<file path="src/rtl/ps2_scancode_rx_if.sv">
// Output bus of the PS/2 scancode receiver.
// Handshake: an entry {ext, release_flag, code} is transferred on every
// cycle where valid=1 and ready=1. In the strobe build, valid is a single
// cycle pulse and ready is ignored. err and ovf are one-cycle pulses that
// do not take part in the handshake.
// "release" is a reserved word, so the break flag is named release_flag.
interface ps2_scancode_rx_if;
  logic [7:0] code;
  logic       ext;
  logic       release_flag;
  logic       valid;
  logic       ready;
  logic       err;
  logic       ovf;

  modport master (
    output code, ext, release_flag, valid, err, ovf,
    input  ready
  );

  modport slave (
    input  code, ext, release_flag, valid, err, ovf,
    output ready
  );
endinterface

</file>
<file path="src/rtl/ps2_scancode_rx.sv">
// PS/2 keyboard scancode receiver: synchronises and filters the raw PS/2
// clock/data, deframes 11-bit frames, strips E0/F0 prefixes and emits the
// code with ext/release flags.
// Optional macro PS2_RX_FIFO_EN adds a 4-entry output FIFO with ready
// backpressure; without it valid is a one-cycle strobe.
module ps2_scancode_rx #(
  parameter int FILTER_LEN = 8,
  parameter int TIMEOUT    = 60000
) (
  input  logic              clk_sys,
  input  logic              reset_n,
  input  logic              ps2_kbd_clk,
  input  logic              ps2_kbd_data,
  ps2_scancode_rx_if.master bus,
  output logic [1:0]        dbg_state
);

  typedef enum logic [1:0] {
    IDLE  = 2'd0,
    SHIFT = 2'd1,
    CHECK = 2'd2
  } state_t;

  localparam int         TW      = $clog2(TIMEOUT + 1);
  localparam logic [3:0] FL_LAST = 4'(FILTER_LEN - 1);
  localparam logic [TW-1:0] TO_MAX = TW'(TIMEOUT);

  logic [1:0]    clk_sync;
  logic [1:0]    data_sync;
  logic          clk_filt;
  logic          data_filt;
  logic [3:0]    clk_cnt;
  logic [3:0]    data_cnt;
  logic          clk_filt_q;
  logic          fall;

  state_t        state;
  state_t        state_next;
  logic          shift_en;
  logic          check_en;
  logic          to_run;

  logic [3:0]    bit_cnt;
  logic [9:0]    shreg;
  logic [TW-1:0] to_cnt;
  logic          frame_ok;

  logic          ext_pend;
  logic          rel_pend;
  logic          err_q;
  logic          emit_q;
  logic [7:0]    emit_code;
  logic          emit_ext;
  logic          emit_rel;

  // Two-flop synchronisers; idle PS/2 lines are high.
  always_ff @(posedge clk_sys) begin
    if (!reset_n) begin
      clk_sync  <= 2'b11;
      data_sync <= 2'b11;
    end else begin
      clk_sync  <= {clk_sync[0], ps2_kbd_clk};
      data_sync <= {data_sync[0], ps2_kbd_data};
    end
  end

  // Clock filter: flip only after FILTER_LEN consecutive differing samples.
  always_ff @(posedge clk_sys) begin
    if (!reset_n) begin
      clk_filt <= 1'b1;
      clk_cnt  <= 4'd0;
    end else if (clk_sync[1] == clk_filt) begin
      clk_cnt <= 4'd0;
    end else if (clk_cnt == FL_LAST) begin
      clk_filt <= clk_sync[1];
      clk_cnt  <= 4'd0;
    end else begin
      clk_cnt <= clk_cnt + 4'd1;
    end
  end

  // Data filter, same rule as the clock filter.
  always_ff @(posedge clk_sys) begin
    if (!reset_n) begin
      data_filt <= 1'b1;
      data_cnt  <= 4'd0;
    end else if (data_sync[1] == data_filt) begin
      data_cnt <= 4'd0;
    end else if (data_cnt == FL_LAST) begin
      data_filt <= data_sync[1];
      data_cnt  <= 4'd0;
    end else begin
      data_cnt <= data_cnt + 4'd1;
    end
  end

  // Delayed filtered clock for falling-edge detection.
  always_ff @(posedge clk_sys) begin
    if (!reset_n) clk_filt_q <= 1'b1;
    else          clk_filt_q <= clk_filt;
  end

  assign fall = clk_filt_q & ~clk_filt;

  // Frame FSM state register.
  always_ff @(posedge clk_sys) begin
    if (!reset_n) state <= IDLE;
    else          state <= state_next;
  end

  // Frame FSM next-state logic.
  always_comb begin
    state_next = state;
    case (state)
      IDLE: begin
        if (fall && !data_filt) state_next = SHIFT;
      end
      SHIFT: begin
        if (fall && bit_cnt == 4'd9)       state_next = CHECK;
        else if (!fall && to_cnt == TO_MAX) state_next = IDLE;
      end
      CHECK:   state_next = IDLE;
      default: state_next = IDLE;
    endcase
  end

  // Frame FSM outputs.
  always_comb begin
    shift_en = 1'b0;
    check_en = 1'b0;
    to_run   = 1'b0;
    case (state)
      SHIFT: begin
        shift_en = fall;
        to_run   = 1'b1;
      end
      CHECK:   check_en = 1'b1;
      default: ;
    endcase
  end

  assign dbg_state = state;

  // Bit collection (LSB first into shreg[9:0] = {stop, parity, data}) and
  // the inter-edge timeout counter, which is zero outside SHIFT.
  always_ff @(posedge clk_sys) begin
    if (!reset_n) begin
      bit_cnt <= 4'd0;
      shreg   <= 10'd0;
      to_cnt  <= '0;
    end else begin
      if (state != SHIFT)  bit_cnt <= 4'd0;
      else if (shift_en)   bit_cnt <= bit_cnt + 4'd1;

      if (shift_en) shreg <= {data_filt, shreg[9:1]};

      if (!to_run || fall)     to_cnt <= '0;
      else if (to_cnt != TO_MAX) to_cnt <= to_cnt + TW'(1);
    end
  end

  assign frame_ok = shreg[9] & (^shreg[8:0]);

  // Frame check, prefix tracking and emission one cycle after CHECK.
  always_ff @(posedge clk_sys) begin
    if (!reset_n) begin
      ext_pend  <= 1'b0;
      rel_pend  <= 1'b0;
      err_q     <= 1'b0;
      emit_q    <= 1'b0;
      emit_code <= 8'h00;
      emit_ext  <= 1'b0;
      emit_rel  <= 1'b0;
    end else begin
      err_q  <= 1'b0;
      emit_q <= 1'b0;
      if (check_en) begin
        if (!frame_ok) begin
          err_q    <= 1'b1;
          ext_pend <= 1'b0;
          rel_pend <= 1'b0;
        end else if (shreg[7:0] == 8'hE0) begin
          ext_pend <= 1'b1;
        end else if (shreg[7:0] == 8'hF0) begin
          rel_pend <= 1'b1;
        end else begin
          emit_q    <= 1'b1;
          emit_code <= shreg[7:0];
          emit_ext  <= ext_pend;
          emit_rel  <= rel_pend;
          ext_pend  <= 1'b0;
          rel_pend  <= 1'b0;
        end
      end
    end
  end

  assign bus.err = err_q;

`ifdef PS2_RX_FIFO_EN
  logic [9:0] mem [4];
  logic [1:0] wr_ptr;
  logic [1:0] rd_ptr;
  logic [2:0] count;
  logic       full;
  logic       empty;
  logic       pop;
  logic       push_ok;
  logic       ovf_q;

  assign full    = (count == 3'd4);
  assign empty   = (count == 3'd0);
  assign pop     = !empty && bus.ready;
  assign push_ok = emit_q && (!full || pop);

  // Output FIFO; a push into a full FIFO is only accepted alongside a pop.
  always_ff @(posedge clk_sys) begin
    if (!reset_n) begin
      for (int i = 0; i < 4; i++) mem[i] <= 10'd0;
      wr_ptr <= 2'd0;
      rd_ptr <= 2'd0;
      count  <= 3'd0;
      ovf_q  <= 1'b0;
    end else begin
      if (push_ok) begin
        mem[wr_ptr] <= {emit_ext, emit_rel, emit_code};
        wr_ptr      <= wr_ptr + 2'd1;
      end
      if (pop) rd_ptr <= rd_ptr + 2'd1;
      case ({push_ok, pop})
        2'b10:   count <= count + 3'd1;
        2'b01:   count <= count - 3'd1;
        default: ;
      endcase
      ovf_q <= emit_q && full && !pop;
    end
  end

  assign bus.valid        = !empty;
  assign bus.ext          = mem[rd_ptr][9];
  assign bus.release_flag = mem[rd_ptr][8];
  assign bus.code         = mem[rd_ptr][7:0];
  assign bus.ovf          = ovf_q;
`else
  logic unused_ready;

  assign unused_ready     = bus.ready;
  assign bus.valid        = emit_q;
  assign bus.ext          = emit_ext;
  assign bus.release_flag = emit_rel;
  assign bus.code         = emit_code;
  assign bus.ovf          = 1'b0;
`endif

endmodule

</file>
<file path="src/flat_wrapper.sv">
// flat-port wrapper written by rule: the top's interface ports become plain ports
module ps2_scancode_rx_flat 
#(
  parameter int FILTER_LEN = 8,
  parameter int TIMEOUT    = 60000
)
  (clk_sys, reset_n, ps2_kbd_clk, ps2_kbd_data, dbg_state, bus_code, bus_ext, bus_release_flag, bus_valid, bus_err, bus_ovf, bus_ready);
  ps2_scancode_rx_if bus_i ();
  input  logic clk_sys;
  input  logic reset_n;
  input  logic ps2_kbd_clk;
  input  logic ps2_kbd_data;
  output logic [1:0] dbg_state;
  output wire logic [$bits(bus_i.code)-1:0] bus_code;
  output wire logic [$bits(bus_i.ext)-1:0] bus_ext;
  output wire logic [$bits(bus_i.release_flag)-1:0] bus_release_flag;
  output wire logic [$bits(bus_i.valid)-1:0] bus_valid;
  output wire logic [$bits(bus_i.err)-1:0] bus_err;
  output wire logic [$bits(bus_i.ovf)-1:0] bus_ovf;
  input wire logic [$bits(bus_i.ready)-1:0] bus_ready;
  assign bus_code = bus_i.code;
  assign bus_ext = bus_i.ext;
  assign bus_release_flag = bus_i.release_flag;
  assign bus_valid = bus_i.valid;
  assign bus_err = bus_i.err;
  assign bus_ovf = bus_i.ovf;
  assign bus_i.ready = bus_ready;
  ps2_scancode_rx #(.FILTER_LEN(FILTER_LEN), .TIMEOUT(TIMEOUT)) u_core (.clk_sys(clk_sys), .reset_n(reset_n), .ps2_kbd_clk(ps2_kbd_clk), .ps2_kbd_data(ps2_kbd_data), .bus(bus_i), .dbg_state(dbg_state));
endmodule
</file>
<file path="config.mk">
export PLATFORM = sky130hd
export DESIGN_NAME = ps2_scancode_rx_flat
export DESIGN_NICKNAME = d
export VERILOG_FILES = /design/src/rtl/ps2_scancode_rx_if.sv /design/src/rtl/ps2_scancode_rx.sv /design/src/flat_wrapper.sv
export SDC_FILE = /design/constraint.sdc
export NUM_CORES = 1
export LEC_CHECK = 0
export BUFFER_PORTS_ARGS = -buffer_cell sky130_fd_sc_hd__buf_2
export CORE_MARGIN = 2
export CORE_UTILIZATION = 30
export DETAILED_ROUTE_END_ITERATION = 16
export GPL_ROUTABILITY_DRIVEN = 0
export GPL_TIMING_DRIVEN = 0
export PLACE_DENSITY_LB_ADDON = 0.08
export SLEW_MARGIN = 20
export SYNTH_ARGS = -nofsm -noshare
export SYNTH_HDL_FRONTEND = slang
export SYNTH_SLANG_ARGS = --single-unit
</file>
<file path="constraint.sdc">
create_clock -name clk_sys -period 1.9 [get_ports clk_sys]
set_clock_uncertainty 0.1 [all_clocks]
set_input_delay 0.095 -clock clk_sys [delete_from_list [all_inputs] [get_ports clk_sys]]
set_output_delay 0.095 -clock clk_sys [all_outputs]
set_load 0.03 [all_outputs]
</file>
# After elaboration in Yosys (flattened, before gate mapping)
# Cells that the tools add are included.
# op_classes
add_sub_neg	4
n_eq_ne	16
mux	15
bitwise	10
reduce_logical	21
# ops
op	count
adder 16 x 1 -> 16 bit (second input constant)	1
equality test 16 bit (second input constant)	1
equality test 8 bit (second input constant)	2
!= test 16 bit (second input constant)	1
adder 4 x 1 -> 4 bit (second input constant)	3
AND reduction 2 bit	6
two-way mux 1 bit	11
parity 9 bit	1
equality test 4 x 3 -> 1 bit (second input constant)	2
inverter 1 bit	8
two-way mux 2 bit	3
OR reduction 3 bit	2
equality test 4 bit (second input constant)	1
!= test 2 x 1 -> 1 bit (second input constant)	2
case mux 2 bit (2 select lines)	1
AND reduction 4 bit	1
OR reduction 2 bit	2
OR reduction 4 bit	1
logical AND 1 bit	3
logical NOT 1 bit	3
!= test 3 x 1 -> 1 bit (second input constant)	1
!= test 3 bit (second input constant)	1
AND 1 bit	2
equality test 1 bit	2
other kinds (5)	5
# totals
ff_bits	61
in_bits	5
output_inout_bits	15

# Logic depth before layout (Yosys ltp)
# Gate-level depths: netlist of run 1.
# depth
ltp_word	7
mapped_depth	7
mapped_depth_nobuf	6

# Worst setup path before layout of run 1
# Ideal clock, no wire load.
# synth_timing
path_type	register -> register
start	register u_core.shreg[4]
end	register u_core.emit_q, in the netlist u_core.bus.valid
setup_ns	0.115
arrival_ns	1.694
setup_slack_ns	-0.009
path_stages_with_launch	8
path_buffers	1
cell_sequence	dfxtp_1 -> inv_1 -> ha_1 -> xnor2_1 -> xnor3_1 -> and4_4 -> buf_6 -> and2_1
# synth_via
elab_chain_len	4
word_cells_on_any_way	7
classes_between	2 x eq/ne; 1 x mux; 2 x bitwise; 2 x reduce/logical
# synth_rtl
item	line	rtl
from (decl)	ps2_scancode_rx.sv:44	logic [9:0] shreg;
from (signal assigned)	ps2_scancode_rx.sv:155	if (shift_en) shreg <= {data_filt, shreg[9:1]};
parity 9 bit	ps2_scancode_rx.sv:162	assign frame_ok = shreg[9] & (^shreg[8:0]);
AND 1 bit	ps2_scancode_rx.sv:162	
inverter 1 bit (no source line)	n/a	
OR reduction 4 bit (no source line)	n/a	
to (signal assigned)	ps2_scancode_rx.sv:170	emit_q <= 1'b0;
to (signal assigned)	ps2_scancode_rx.sv:176	emit_q <= 1'b0;
to (signal assigned)	ps2_scancode_rx.sv:187	emit_q <= 1'b1;
to (decl)	ps2_scancode_rx.sv:51	logic emit_q;
# Parallel ways exist; a longest one is shown, timed or not.
# A chain may end at the register's enable or synchronous reset.

# Worst setup path in the final report of run 1
# layout_timing
start	register u_core.shreg[5]
end	register u_core.emit_code[0], in the netlist u_core.bus.code[0]
# layout_via
elab_chain_len	3
word_cells_on_any_way	7
classes_between	2 x eq/ne; 3 x bitwise; 2 x reduce/logical
# layout_rtl
item	line	rtl
parity 9 bit, or another cell as far along	ps2_scancode_rx.sv:162	
AND 1 bit / inverter 1 bit (equally long branches)	n/a	
AND reduction 4 bit (no source line) *	n/a	
to (signal assigned)	ps2_scancode_rx.sv:188	emit_code <= shreg[7:0];
to (decl)	ps2_scancode_rx.sv:52	logic [7:0] emit_code;
# Mark *: on every way between the ends. The rest lies on a longest branch, timed or not.

==> impl_metrics.csv, run 1 <==
group,metric,value,unit
grt,first_global_vias,1947,
synth,synth_fp_nets,307,
route,ant_nets,0,
synth,synth-xor-area-share,0.07428,
floorplanning,rows,34,
min_path,hold_depth,3,
worst_setup_path,timing.critical_path.from,"u_core.shreg[5]$_SDFFE_PN0P_",
pwr,ir_worst_vdd,0.3464,mV
final_layout,finalInstanceArea,3297,um^2
placement,place_area,2882,um^2
clocking,clock_tree.buffer_depth,2,
synth,synth_top_family_by_area,"simple AND/OR/NAND/NOR gates",
worst_setup_path,slowest_delay,370,ps
worst_setup_path,crit_path_max_fanout,5,
synth,synth_compound_gate_area_share,0.07146,
sta,finalSetupViolations,0,
final_layout,fin_nets,344,
route,drt_pass1_iterations,4,
clocking,cts-root-buf,"clkbuf_8",
placement,portBuffers,17,
synth,yosysUniqueCellTypes,44,
synth,muxShareOfSynthArea,0.05313,
grt,grtUsageTotal,0.1246,
route,drtIter0Drc,30,
run_status,status,"complete, no violations",
synth,ys_seq_area_frac,0.4589,
synth,yosys.area_share.simple,0.2445,
worst_setup_path,path_cells,"ha_4 > xnor2_2 > xnor3_1 > and4_4 > buf_12 > mux2i_1",
clocking,cts_tree,"built",
grt,antenna_found_initial,0,
pwr,p_per_area,798.0,nW/um^2
synth,synthAdderAreaFrac,0.05172,
final_layout,drive_above_1_share,0.2042,
placement,dp_hpwl,3720,um
worst_setup_path,worst-r2r-setup-slack,110,ps
grt,grt_overflow,0,
floorplanning,core-area,8678,um^2
grt,grt_first_pass_wirelength,9453,um
worst_setup_path,start_kind,"flip-flop",
worst_setup_path,endpoint_kind,"flip-flop",
final_layout,syn2layout_area_growth,23.88,%
clocking,clkSinkCount,61,
sta,slew_violations,0,
synth,yosys.area.top_type,"dfxtp_1",
final_layout,final_common_cell,"dfxtp_1",
synth,synthFlopType,"dfxtp_1",
floorplanning,ios,20,
route,drc,0,
clocking,cts_buffers,9,
worst_setup_path,crit_arrival,1970,ps
synth,synth-seq-cells,61,
floorplanning,dieArea,9640,um^2
sta,fmax,558.2,MHz
clocking,ctsHtreeMaxLevel,3,
synth,yosysTopAreaCellShare,0.4589,
route,wl_per_cell,12.48,um
worst_setup_path,cp.required,2070,ps
synth,yosys_warnings,0,
floorplanning,start_util,0.3067,
min_path,min_path_type,"input pin to flip-flop",
clocking,clkTransAtPathRegs,70,ps
sta,post-route-min-period,1791,ps
clocking,clk_latency,340,ps
floorplanning,die_x,98.19,um
route,routed_via_density,4.469,
synth,syn_area,2661,um^2
sta,setup_tns,0,ps
pwr,p_leak,1.193,nW
final_layout,layout.cells.non_filler,441,
sta,fin_crit_sh,0.9429,
min_path,min_from,"reset_n",
floorplanning,die_y,98.19,um
grt,grt_start_max_net_pins,12,
sta,finalHoldViolCount,0,
run,cap_violations,0,
synth,synth-edff-count,0,
synth,synth_area_leaders,"dfxtp_1, nand2_1, ha_1",
route,vias,1971,
worst_setup_path,reg2regPathDepth,6,
route,totalWireLength,5505,um
final_layout,num_antenna_cells,0,
synth,syn-instance-count,291,
synth,avgSynthCellArea,9.145,um^2
worst_setup_path,cpMaxStageDelayCell,"dfxtp_4",
sta,grt_setup_unrepaired,"yes",
synth,async_reset_ff_frac,0,
placement,numPlacedInstances,416,
sta,relSlewSlack,0.6149,
worst_setup_path,crit_type,"flip-flop to flip-flop",
worst_setup_path,reg2reg_from,"u_core.shreg[5]$_SDFFE_PN0P_",
sta,tightest_slew,577.6,ps
final_layout,final_cell_mix,"dfxtp_1, nand2_1, nor2_1",
## cell type report
cell class,instances,area (um^2)
Timing Repair Buffer,26,177.7
Multi-Input combinational cell,202,1395
Fill cell,918,5381
Inverter,16,60.06
Sequential cell,61,1237
Tap cell,108,135.1
Clock inverter,6,86.33
Buffer,12,67.56
Clock buffer,10,137.6
## report_power, final
part	total (mW)	internal, mW	switching, mW
registers	1.28	1.28	0.00231
logic	0.0412	0.0153	0.0259
clock network	1.31	0.771	0.536
## cells in the mapped netlist, drive strengths merged (3+ instances only)
cell and n:
nand3 9, nor4 3, xnor2 10, dfxtp 61, inv 16, buf 5, nor2 27, nor3 3
a21oi 6, nand3b 5, nand2 50, nand2b 5, nor2b 3, mux2i 13, xor2 10, a21boi 11
ha 11, nand4 8, and3 3, clkbuf 7
## per-layer routing
metal  track usage  up-vias  wire (um)
met5             0        -          0
met2        0.1844       18       2344
met4       0.05690        0        106
met1        0.1664      895       2859
li1              -     1049          -
met3       0.03937        9        194
## final timing paths
kind                                      to
min           u_core.bit_cnt[0]$_SDFFE_PP0P_
max          u_core.bus.code[0]$_SDFFE_PN0P_
max reg2reg  u_core.bus.code[0]$_SDFFE_PN0P_
min reg2reg   u_core.data_sync[1]$_SDFF_PN1_
## worst max-delay path, delay by kind of cell, from the launching register on
family / cells / cell delay, ps
adders and majority gates: 1 / 240
buffers and inverters: 1 / 140
DFF: 1 / 370
muxes: 1 / 170
xor gates and xnor gates: 2 / 430
and+or+nand+nor: 1 / 280
## cells by family (layout without fill, tap and decap cells)
family / after synthesis / after routing
buffers and inverters: 28 / 70
multiplexers: 14 / 14
flip-flops: 61 / 61
XOR/XNOR: 21 / 21
adder cells (fa/ha/maj): 11 / 11
AND/OR/NAND/NOR: 128 / 128
AO/OA/AOI/OAI: 27 / 27
other: 1 / 1
## timing repair
item / CTS / global route
hold buffers: 2 / 0
pin swaps: 4 / 4
endpoints found under the hold margin: 2 / 0
gates cloned: 1 / 0
resized for setup: 19 / 3
setup buffers: 4 / 3
endpoints found under the setup margin: 13 / 14
## stage by stage
stage / worst slack, ps / total power [mW] / util / hold slack, ps
6_report: 108.5 / 2.631 / 0.3799 / 55.14
5_1_grt: -10.57 / 2.745 / 0.3799 / 76.52
4_1_cts: 3.325 / 2.680 / 0.3798 / 48.17
3_5_place_dp: -165.9 / 1.355 / 0.3320 / 182.0
3_3_place_gp: -176.1 / 1.355 / 0.3320 / 175.7
2_1_floorplan: 1.825 / 1.339 / - / 96.47
## state kept, by name (all words and copies together) (netlist names), 2 cells and up
register,flops
u_core.to_cnt,16
u_core.shreg,10
u_core.bus.code,8
u_core.bit_cnt,4
u_core.clk_cnt,4
u_core.data_cnt,4
u_core.clk_sync,2
u_core.data_sync,2
u_core.dbg_state,2
Note: power is estimated with default switching activity, not from simulation.
==> inputs of run 2 (changes only) <==
--- a/config.mk
+++ b/config.mk
@@ -7,11 +7,12 @@
 export LEC_CHECK = 0
 export BUFFER_PORTS_ARGS = -buffer_cell sky130_fd_sc_hd__buf_2
 export CORE_MARGIN = 2
-export CORE_UTILIZATION = 30
+export CORE_UTILIZATION = 53
 export DETAILED_ROUTE_END_ITERATION = 16
 export GPL_ROUTABILITY_DRIVEN = 0
 export GPL_TIMING_DRIVEN = 0
 export PLACE_DENSITY_LB_ADDON = 0.08
+export SKIP_LAST_GASP = 1
 export SLEW_MARGIN = 20
 export SYNTH_ARGS = -nofsm -noshare
 export SYNTH_HDL_FRONTEND = slang
==> impl_metrics.csv, run 2 (synthesis gave the netlist of run 1 again) <==
group,metric,value,unit
sta,finalHoldViolCount,0,
route,drc,0,
min_path,hold_depth,3,
pwr,ir_worst_vdd,0.4830,mV
final_layout,final_cell_mix,"dfxtp_1, nand2_1, nor2_1",
grt,grt_start_max_net_pins,12,
floorplanning,start_util,0.5561,
final_layout,fill_cells,405,
floorplanning,dieArea,5604,um^2
pwr,p_leak,1.193,nW
final_layout,num_antenna_cells,0,
clocking,clkTransAtPathRegs,70,ps
pwr,power.total,2.392,mW
clocking,clock_tree.buffer_depth,2,
worst_setup_path,timing.critical_path.from,"u_core.shreg[3]$_SDFFE_PN0P_",
final_layout,fin_nets,347,
final_layout,syn2layout_area_growth,20.64,%
final_layout,final_common_cell,"dfxtp_1",
sta,timing.final.ws_setup,32.81,ps
pwr,clock_power_share,0.446,
route,totalWireLength,5215,um
clocking,ctsHtreeMaxLevel,3,
worst_setup_path,worst-r2r-setup-slack,30,ps
placement,numPlacedInstances,375,
floorplanning,ios,20,
sta,tightest_slew,501.2,ps
clocking,clk_latency,340,ps
final_layout,layout.cells.non_filler,403,
placement,place_ws,-161.0,ps
final_layout,multi_input_area,1384,um^2
floorplanning,die_x,74.86,um
worst_setup_path,cp.required,2040,ps
worst_setup_path,reg2reg_from,"u_core.shreg[3]$_SDFFE_PN0P_",
final_layout,largest_reg_flops,16,
min_path,min_from,"reset_n",
floorplanning,rows,25,
clocking,clkSinkCount,61,
worst_setup_path,start_kind,"flip-flop",
route,ant_nets,0,
worst_setup_path,reg2regPathDepth,7,
pwr,net-switching-power,0.5524,mW
sta,post-route-min-period,1867,ps
route,drtIter0Drc,80,
grt,grtUsageTotal,0.2054,
route,wl_per_cell,12.94,um
placement,portBuffers,17,
final_layout,top_register,"u_core.to_cnt",
grt,grt_overflow,0,
worst_setup_path,crit_arrival,2010,ps
pwr,internal-power,1.839,mW
grt,antenna_found_initial,0,
grt,first_global_vias,1872,
final_layout,regArea,1231,um^2
route,routed_via_density,5.067,
floorplanning,die_y,74.86,um
floorplanning,core-area,4786,um^2
pwr,pwr-share-seq,0.537,
pwr,power_frac_comb,0.017,
worst_setup_path,r2r_end,"u_core.bus.valid$_SDFF_PP0_",
worst_setup_path,crit_type,"flip-flop to flip-flop",
worst_setup_path,crit_path_max_fanout,5,
pwr,p_per_area,744.9,nW/um^2
sta,grt_setup_unrepaired,"yes",
sta,fmax,535.6,MHz
pwr,sw_frac_of_total,0.2310,
min_path,min_path_type,"input pin to flip-flop",
sta,slew_violations,0,
grt,grt_first_pass_wirelength,8604,um
sta,relSlewSlack,0.6658,
clocking,cts-root-buf,"clkbuf_8",
run_status,status,"complete, no violations",
final_layout,drive_above_1_share,0.2083,
route,vias,2042,
placement,dp_hpwl,3375,um
min_path,hold_path_end,"u_core.bit_cnt[0]$_SDFFE_PP0P_",
sta,fin_crit_sh,0.9827,
clocking,cts_tree,"built",
route,drt_pass1_iterations,4,
clocking,cts_buffers,9,
sta,finalSetupViolations,0,
worst_setup_path,endpoint_kind,"flip-flop",
run,cap_violations,0,
run 2: cell types whose count changed in the layout (fill, tap and decap cells not counted), moves of 2 or more:
cell	previous run	this run
buf_4	7	10
clkinvlp_4	1	4
bufinv_16	2	0
dfxtp_4	2	0
ha_1	7	9
ha_4	4	2
run 2: power groups by stage:
stage	clock [mW]	sequential (mW)	combinational, mW
global placement	0	1.31	0.0372
CTS	1.08	1.29	0.0405
global route	1.13	1.29	0.0459
detailed placement	0	1.31	0.0372
floorplan	0	1.31	0.0251
finish	1.07	1.29	0.0398
run 2: metal layers:
| layer | wire, um | share of wire | up-vias | track usage |
|---|---|---|---|---|
| li1 | - | - | 1054 | - |
| met3 | 161 | 0.031 | 10 | 0.04016 |
| met5 | 0 | 0 | - | 0 |
| met4 | 94 | 0.018 | 0 | 0.1111 |
| met2 | 2397 | 0.46 | 38 | 0.3051 |
| met1 | 2561 | 0.49 | 940 | 0.2817 |
run 2: cell type report:
cell class                      instances  share of cell area
Multi-Input combinational cell        202              0.4310
Sequential cell                        61              0.3835
Inverter                               16             0.01871
Clock inverter                          5             0.01091
Tap cell                               67             0.02611
Buffer                                 12             0.02104
Timing Repair Buffer                   29             0.06157
Clock buffer                           11             0.04716
run 2: worst max-delay path by stage:
stage | slack, ps | end | depth (start not counted)
finish | 30 | u_core.bus.valid$_SDFF_PP0_ | 7
global route | -30 | u_core.bus.code[4]$_SDFFE_PN0P_ | 7
CTS | -4 | u_core.bus.code[4]$_SDFFE_PN0P_ | 7
detailed placement | -160 | u_core.bus.valid$_SDFF_PP0_ | 7
global placement | -140 | u_core.bus.valid$_SDFF_PP0_ | 7
floorplan | 2 | u_core.bus.valid$_SDFF_PP0_ | 7
run 2: timing repair:
action / in CTS / in global routing
endpoints found under the hold margin: 2 / 0
pin swaps: 4 / 7
setup endpoints to repair: 12 / 13
gates cloned: 0 / 1
resized for setup: 10 / 9
buffers inserted: 1 / 8
hold buffers: 2 / 0
run 2: per-stage QoR:
| step | hold slack, ps | setup TNS (ps) | util | cell area, um^2 |
|---|---|---|---|---|
| after global placement | 176.7 | -1138 | 0.5914 | 2830 |
| after CTS | 52.27 | -4.701 | 0.6426 | 3075 |
| final | 54.99 | 0 | 0.6709 | 3211 |
| after global routing | 88.23 | -165.1 | 0.6709 | 3211 |
| after detailed placement | 182.4 | -1457 | 0.5914 | 2830 |
| after floorplan | 96.47 | 0 | - | 2661 |
run 2: worst max-delay path: stages (launching register included):
cell and delay, ps:
dfxtp_2 350, inv_2 50, ha_4 250, xnor2_4 160, xnor3_1 330, and4_4 230
clkbuf_16 160, and2_4 140
==> inputs of run 3 (changes only) <==
--- a/config.mk
+++ b/config.mk
@@ -6,8 +6,10 @@
 export NUM_CORES = 1
 export LEC_CHECK = 0
 export BUFFER_PORTS_ARGS = -buffer_cell sky130_fd_sc_hd__buf_2
+export CELL_PAD_IN_SITES_DETAIL_PLACEMENT = 0
+export CELL_PAD_IN_SITES_GLOBAL_PLACEMENT = 1
 export CORE_MARGIN = 2
-export CORE_UTILIZATION = 53
+export CORE_UTILIZATION = 41
 export DETAILED_ROUTE_END_ITERATION = 16
 export GPL_ROUTABILITY_DRIVEN = 0
 export GPL_TIMING_DRIVEN = 0
==> impl_metrics.csv, run 3 (synthesis gave the netlist of run 1 again) <==
group,metric,value,unit
run_status,status,"complete, no violations",
final_layout,top_register,"u_core.to_cnt",
pwr,ir_worst_vdd,0.5175,mV
worst_setup_path,timing.critical_path.from,"u_core.shreg[2]$_SDFFE_PN0P_",
clocking,cts_buffers,9,
floorplanning,die_x,84.57,um
worst_setup_path,cp.required,2030,ps
final_layout,fin_nets,341,
worst_setup_path,reg2reg_from,"u_core.shreg[2]$_SDFFE_PN0P_",
worst_setup_path,crit_path_max_fanout,10,
worst_setup_path,start_kind,"flip-flop",
min_path,min_path_type,"input pin to flip-flop",
worst_setup_path,slowest_delay,340,ps
placement,portBuffers,17,
sta,slew_violations,0,
run,cap_violations,0,
route,totalWireLength,5037,um
floorplanning,start_util,0.4215,
placement,dp_hpwl,3471,um
floorplanning,rows,29,
route,ant_nets,0,
sta,grt_setup_unrepaired,"yes",
worst_setup_path,r2r_end,"u_core.bus.valid$_SDFF_PP0_",
grt,grt_first_pass_wirelength,8625,um
floorplanning,die_y,84.57,um
route,wl_per_cell,12.38,um
worst_setup_path,crit_cells,7,
route,vias,1992,
worst_setup_path,cpMaxStageDelayCell,"dfxtp_2",
sta,whs,67.48,ps
worst_setup_path,critPathTopFamily,"XOR/XNOR gates",
clocking,cts-root-buf,"clkbuf_8",
clocking,clk_latency,330,ps
grt,grtUsageTotal,0.1488,
placement,place_area,2843,um^2
route,drc,0,
worst_setup_path,crit_type,"flip-flop to flip-flop",
clocking,clock_tree.buffer_depth,2,
grt,grt_overflow,0,
clocking,clkSinkCount,61,
pwr,p_per_area,844.4,nW/um^2
clocking,clkTransAtPathRegs,70,ps
final_layout,final_cell_mix,"dfxtp_1, nand2_1, nor2_1",
grt,first_global_vias,1846,
floorplanning,ios,20,
worst_setup_path,endpoint_kind,"flip-flop",
sta,fmax,544.5,MHz
worst_setup_path,path_cells,"inv_1 > ha_4 > xnor2_4 > xnor3_1 > and4_4 > buf_12 > and2_1",
final_layout,final_common_cell,"dfxtp_1",
clocking,ctsHtreeMaxLevel,3,
floorplanning,core-area,6314,um^2
sta,finalHoldViolCount,0,
route,drtIter0Drc,65,
route,drt_pass1_iterations,4,
worst_setup_path,crit_arrival,1970,ps
final_layout,num_antenna_cells,0,
sta,post-route-min-period,1836,ps
sta,finalSetupViolations,0,
clocking,cts_tree,"built",
sta,fin_crit_sh,0.9665,
final_layout,largest_reg_flops,16,
grt,antenna_found_initial,0,
pwr,p_leak,1.194,nW
final_layout,syn2layout_area_growth,21.53,%
worst_setup_path,reg2regPathDepth,7,
floorplanning,dieArea,7151,um^2
worst_setup_path,worst-r2r-setup-slack,60,ps
final_layout,drive_above_1_share,0.1879,
worst_setup_path,cp.buffers_inverters,2,
final_layout,layout.cells.non_filler,407,
final_layout,finalInstanceArea,3234,um^2
min_path,hold_depth,3,
route,routed_via_density,4.894,
worst_setup_path,endpoint,"u_core.bus.valid$_SDFF_PP0_",
placement,numPlacedInstances,385,
grt,grt_start_max_net_pins,13,
-- run 3: cell count changes in the layout (fill, tap and decap cells not counted), moves of 2 or more --
cell        previous run  this run
inv_1                 14        16
clkinv_4               0         3
inv_2                  2         0
buf_4                 10         5
bufinv_16              0         3
clkinvlp_4             4         1
clkbuf_8              11         9
-- run 3: cell type report --
class | count | area, um^2
inverter | 16 | 60.06
multi-input combinational | 202 | 1394
clock buffer | 9 | 123.9
timing repair buffer | 23 | 135.1
tap | 77 | 96.34
fill | 637 | 3079
clock inverter | 7 | 123.9
sequential | 61 | 1234
buffer | 12 | 67.56
-- run 3: worst min-delay path by stage --
stage | start | endpoint | slack (ps)
floorplan | ps2_kbd_clk | u_core.clk_sync[0]$_SDFF_PN1_ | 100
global placement | ps2_kbd_clk | u_core.clk_sync[0]$_SDFF_PN1_ | 180
detailed placement | ps2_kbd_clk | u_core.clk_sync[0]$_SDFF_PN1_ | 180
CTS | reset_n | u_core.bit_cnt[3]$_SDFFE_PP0P_ | 70
global route | reset_n | u_core.dbg_state[1]$_SDFFE_PN0P_ | 90
finish | reset_n | u_core.bit_cnt[3]$_SDFFE_PP0P_ | 70
-- run 3: routing by layer --
| layer | GRT usage | up-vias | routed length, um |
|---|---|---|---|
| li1 | - | 1039 | - |
| met1 | 0.2127 | 925 | 2781 |
| met2 | 0.2133 | 20 | 2054 |
| met3 | 0.03245 | 8 | 121 |
| met4 | 0.06926 | 0 | 79 |
| met5 | 0 | - | 0 |
-- run 3: timing repair --
action | 4_1_cts | 5_1_grt
setup endpoints to repair | 12 | 12
setup buffers | 0 | 4
resized for setup | 11 | 7
hold endpoints to repair | 2 | 0
hold buffers | 2 | 0
pin swaps | 4 | 3
-- run 3: power by group --
| part | internal [mW] | switching (mW) |
|---|---|---|
| sequential | 1.28 | 0.00223 |
| combinational | 0.0153 | 0.0244 |
| clock | 0.877 | 0.530 |
-- run 3: tightest hold or removal path: stages --
cell	delay, ps
buf_2	100
nand3b_1	190
nor2_1	70
-- run 3: through the flow --
step / TNS [ps] / worst slack, ps / util / power (mW)
detailed placement: -1794 / -192.5 / 0.4503 / 1.352
global placement: -1558 / -174.4 / 0.4503 / 1.351
global route: -10.20 / -9.353 / 0.5123 / 2.840
CTS: 0 / 0.3431 / 0.4998 / 2.766
floorplan: 0 / 1.825 / - / 1.339
finish: 0 / 63.57 / 0.5123 / 2.731
